$ cat config.mk
export PLATFORM = sky130hd
export DESIGN_NAME = therm32_decoder
export DESIGN_NICKNAME = d
export VERILOG_FILES = /design/src/rtl/therm_pkg.sv /design/src/rtl/therm_expand.sv /design/src/rtl/therm32_decoder.sv
export SDC_FILE = /design/constraint.sdc
export NUM_CORES = 1
export LEC_CHECK = 0
export BUFFER_PORTS_ARGS = -buffer_cell sky130_fd_sc_hd__clkbuf_2
export CORE_ASPECT_RATIO = 1.75
export CORE_UTILIZATION = 40
export CTS_CLUSTER_SIZE = 28
export DETAILED_ROUTE_END_ITERATION = 10
export GPL_ROUTABILITY_DRIVEN = 1
export PLACE_DENSITY = 0.64
export RECOVER_POWER = 100
export SYNTH_ARGS = -nofsm -noshare
export SYNTH_HDL_FRONTEND = slang
export SYNTH_SLANG_ARGS = --single-unit
export TNS_END_PERCENT = 50
$ cat constraint.sdc
create_clock -name clk -period 3.59 [get_ports clk]
set_clock_uncertainty 0.1 [all_clocks]
set_input_delay 0.1795 -clock clk [delete_from_list [all_inputs] [get_ports clk]]
set_output_delay 0.1795 -clock clk [all_outputs]
set_load 0.01 [all_outputs]
$ cat src/rtl/therm_pkg.sv
// Shared constants and the count clamp used by the thermometer decoder.
package therm_pkg;

  localparam int N_DEFAULT  = 32;
  localparam int CW_DEFAULT = 6;

  // Limits a requested count to the number of available output bits.
  function automatic int unsigned clamp_count(input int unsigned count, input int unsigned limit);
    return (count > limit) ? limit : count;
  endfunction

endpackage

$ cat src/rtl/therm_expand.sv
// Combinational count-to-thermometer expansion, filling from bit 0 or from bit N-1.
module therm_expand #(
  parameter int N  = 32,
  parameter int CW = 6
) (
  input  logic [CW-1:0] count,
  input  logic          msb,
  output logic [N-1:0]  code
);

  logic [N-1:0] fill;

  always_comb begin
    fill = '0;
    code = '0;
    for (int i = 0; i < N; i++) begin
      fill[i] = (i < int'(count));
    end
    // Downward fill is the upward pattern mirrored across the word.
    for (int i = 0; i < N; i++) begin
      code[i] = msb ? fill[N-1-i] : fill[i];
    end
  end

endmodule

$ cat src/rtl/therm32_decoder.sv
// Two-stage valid/ready pipeline: S1 holds the clamped count, S2 holds the expanded code.
module therm32_decoder
  import therm_pkg::*;
#(
  parameter int N  = N_DEFAULT,
  parameter int CW = CW_DEFAULT
) (
  input  logic          clk,
  input  logic          rst,
  input  logic          in_valid,
  input  logic [CW-1:0] in_count,
  input  logic          in_msb,
  output logic          in_ready,
  output logic          out_valid,
  output logic [N-1:0]  out_therm,
  output logic          out_sat,
  input  logic          out_ready
);

  logic          s1_valid;
  logic [CW-1:0] s1_count;
  logic          s1_msb;
  logic          s1_sat;

  logic          s2_valid;
  logic [N-1:0]  s2_therm;
  logic          s2_sat;

  logic          s1_adv;
  logic          s2_adv;
  logic [N-1:0]  code;

  assign s2_adv   = out_ready | ~s2_valid;
  assign s1_adv   = s2_adv | ~s1_valid;
  assign in_ready = s1_adv & ~rst;

  therm_expand #(
    .N  (N),
    .CW (CW)
  ) u_expand (
    .count (s1_count),
    .msb   (s1_msb),
    .code  (code)
  );

  always_ff @(posedge clk) begin
    if (rst) begin
      s1_valid <= 1'b0;
      s1_count <= '0;
      s1_msb   <= 1'b0;
      s1_sat   <= 1'b0;
      s2_valid <= 1'b0;
      s2_therm <= '0;
      s2_sat   <= 1'b0;
    end else begin
      if (s1_adv) begin
        s1_valid <= in_valid;
        s1_count <= CW'(clamp_count(32'(in_count), N));
        s1_msb   <= in_msb;
        s1_sat   <= (32'(in_count) > N);
      end
      // An empty S1 loads zeros so the output reads 0 whenever it is not valid.
      if (s2_adv) begin
        s2_valid <= s1_valid;
        s2_therm <= s1_valid ? code : '0;
        s2_sat   <= s1_valid & s1_sat;
      end
    end
  end

  assign out_valid = s2_valid;
  assign out_therm = s2_therm;
  assign out_sat   = s2_sat;

endmodule

==> metrics.md <==
| Metric | Value |
|---|---|
| Status | finished, violations left |
| Failing checks | hold timing |
| Critical path class | flip-flop to flip-flop |
| Routability cong. | slightly above 0.8 |
| CTS root buffer | clkbuf_8 |
| Crit. End Element | flip-flop |
| Post-synthesis sequential area ratio | between 40% and 50% |
| Hold Crit Depth | 3 |
| Mux cell area share after synthesis | 0% |
| Cell Rows | 33 |
| Layout Utilization | 46.4% |
| Clock sinks | 43 |
| Synth top area cells | dfxtp_1, a21o_1, nand2_1 |
| Final slew viol count | 0 |
| Total number of yosys warnings | 0 |
| I/O Pins | 46 |
| Leading area contributor after synthesis | dfxtp_1 |
| Die area | 0.00537 mm^2 |
| Post-CTS Setup Repair Bufs | 0 |
| Hold WS | -0.00329 ns |
| Number of global-route vias before repair | 1672 |
| Synthesized instance count | 228 |
| Initial core utilization | a little over two fifths |
| Post-synthesis simple-gate area fraction | between 20% and 30% |
| Pwr per Cell Area | 410 mW/mm^2 |
| HP Class | input pin to flip-flop |
| Gates resized, CTS repair | 0 |
| Worst skew pair latency | ~0.29 ns |
| Synth async-reset ratio | 0% |
| Antenna-violating nets left | 0 |
| CTS Buffer Depth | 2 |
| I/O Buffers | 45 |
| Die X | about 56 um |
| Largest net degree at the start of global routing | 33 |
| Core region area | about 0.0048 mm^2 |
| Synthesized area | 0.00203 mm^2 |
| ANT cells | 0 |
| Final worst setup slack | ~0.93 ns |
| R2R depth | 5 |
| Vias | about 1800 |
| Area after DPL | 0.00221 mm^2 |
| Final setup fails | 0 |
| Worst reg2reg path startpoint | s1_msb$_SDFFE_PP0P_ |
| Hpwl dp | 3220 um |
| Worst VDD drop | roughly 0.29 mV |
| First-pass GRT wire length | 7680 um |
| Hold_sp | in_valid |
| DRT Pass-1 Iters | 4 |
| Minimum clock period | 2.66 ns |
| Num CTS Buffers | 5 |
| CP arrival | ~2.8 ns |
| Hold_buf cts | 0 |
| Worst path required time | 3.68 ns |
| Final period util | about three quarters |
| Drt drc | 0 |
| Xor/xnor cell area share of the yosys netlist | 0% |
| Area growth syn-to-layout | 9.56% |
| CTS tree | built |
| Post-Synth Adder-Cell Area | 0% |
| Fmax achieved | ~380 MHz |
| RSZ-0062 raised after global routing | false |
| Number of flops mapped to enable cells by yosys | 0 |
| Worst setup path start | s1_msb$_SDFFE_PP0P_ |
| Max_cap viols | 0 |
| Syn nets | between 200 and 250 |
| Final hold violation count | 1 |
| Largest family of logic cells by synthesized area | compound AO/OA/AOI/OAI gates |
| Worst-path clk slew | around 0.080 ns |
| Mean Syn Cell Area | between 8 and 9 um^2 |
| CP Max Fanout | 20 |
| GR Overflow Total | 0 |
| GRT Util Overall | between 10% and 20% |
| Primary FF master, synth | dfxtp_1 |
| Final instance area | 0.00222 mm^2 |
| Share of cells above drive strength 1 | 8.46% |
| Layout fillers | roughly 530 |
| Worst slew pin tran | between 0.9 and 1 ns |
| H-tree Lvls | 2 |
| Pleak | roughly 0.0009 uW |
| TNS Setup | 0 ns |
| Nature of the critical path startpoint | flip-flop |
| Die Ht | 96.2 um |
| Drt wl/cell | between 10 and 15 um |
| Yosys top cell area share | between 40 and 50% |
| Worst slack at placement | approximately 1.5 ns |
| Compound-gate portion of the synthesized area | between 30% and 40% |
| Total Wirelength | 4540 um |
| Post-DR vias/cell | 5.76 |
| Initial DRC count | 63 |
| Initial antenna violation count | 0 |
| Synth Register Bits | 43 |
| Synth cell types | 43 |
| Net count, final | 270 |
| Slew HR | 36.7% |
[per-layer routing]
metal / GRT usage (%) / up-vias / part of all wire, %
met5: 0 / - / 0
met4: 8.54 / 0 / 1.6
met3: 3.23 / 6 / 4.3
met2: 31.9 / 44 / 51
met1: 20.8 / 839 / 43
li1: - / 907 / -
[cells in the mapped netlist, drive strengths merged, types with 3 or more instances]
library cell and instances:
and2 3, nand3 4, a21oi 16, nand2 28, dfxtp 43, nor4 3
o21ai 13, clkbuf 5, a211oi 3, nand3b 6, nor2 13, buf 18
a21o 15, a221oi 13, nand2b 4, nor2b 4, a22o 9, a22oi 4
[sequential cells by signal (all words and copies together), names as in the netlist]
signal     count
s1_msb         1
s1_sat         1
s1_count       6
out_sat        1
s1_valid       1
out_valid      1
out_therm     32
[worst max-delay path, cell delays in order (launching register included)]
cell	delay (ns)
dfxtp_1	0.76
nor2b_1	0.20
clkbuf_1	0.44
nor3b_1	0.66
a221oi_1	0.20
a21o_1	0.20
[report_power, final]
group / internal (uW) / switching, uW
clock: 137 / 157
combinational: 40.9 / 57.5
sequential: 494 / 25.3
[cell type report]
| cell class | count | area, um^2 | share of cell area, % |
|---|---|---|---|
| Clock inverter | 1 | 5.00 | 0.225 |
| Sequential cell | 43 | 861 | 38.7 |
| Multi-Input combinational cell | 162 | 1020 | 46.0 |
| Timing Repair Buffer | 47 | 193 | 8.67 |
| Clock buffer | 7 | 76.3 | 3.43 |
| Tap cell | 52 | 65.1 | 2.93 |
[metrics by stage]
| stage | cells | power (uW) |
|---|---|---|
| 3_3_place_gp | 304 | 633 |
| 4_1_cts | 312 | 924 |
| 3_5_place_dp | 304 | 634 |
| 6_report | 312 | 911 |
| 5_1_grt | 312 | 950 |
| 2_1_floorplan | 228 | 603 |
[kinds of logic (layout without fill, tap and decap cells)]
family / Yosys count / after routing
buffers and inverters: 23 / 55
and+or+nand+nor: 76 / 76
AOI/OAI and AO/OA: 86 / 86
DFF: 43 / 43
[path summary, 6_finish.rpt]
check                                    end  slack [ns]
hold reg to reg   out_therm[12]$_SDFFE_PP0P_        0.35
setup reg to reg  out_therm[29]$_SDFFE_PP0P_        0.93
hold / removal         s1_valid$_SDFFE_PP0P_      -0.003
setup / recovery  out_therm[29]$_SDFFE_PP0P_        0.93
[cell usage in the layout, fill, tap and decap left out, types with 4 or more instances in the layout]
| cell | Yosys | routed |
|---|---|---|
| dfxtp_1 | 43 | 43 |
| clkbuf_1 | 5 | 38 |
| nand2_1 | 28 | 28 |
| a21oi_1 | 16 | 16 |
| a21o_1 | 15 | 15 |
| o21ai_0 | 13 | 13 |
| a221oi_1 | 12 | 13 |
| nor2_1 | 12 | 11 |
| clkbuf_2 | 0 | 10 |
| a22o_1 | 9 | 9 |
| nand3b_1 | 6 | 6 |
| clkbuf_8 | 0 | 5 |
| nor2b_1 | 4 | 4 |
| nand3_1 | 4 | 4 |
| nand2b_1 | 4 | 4 |
| a22oi_1 | 4 | 4 |
(Power assumes the default switching activity.)
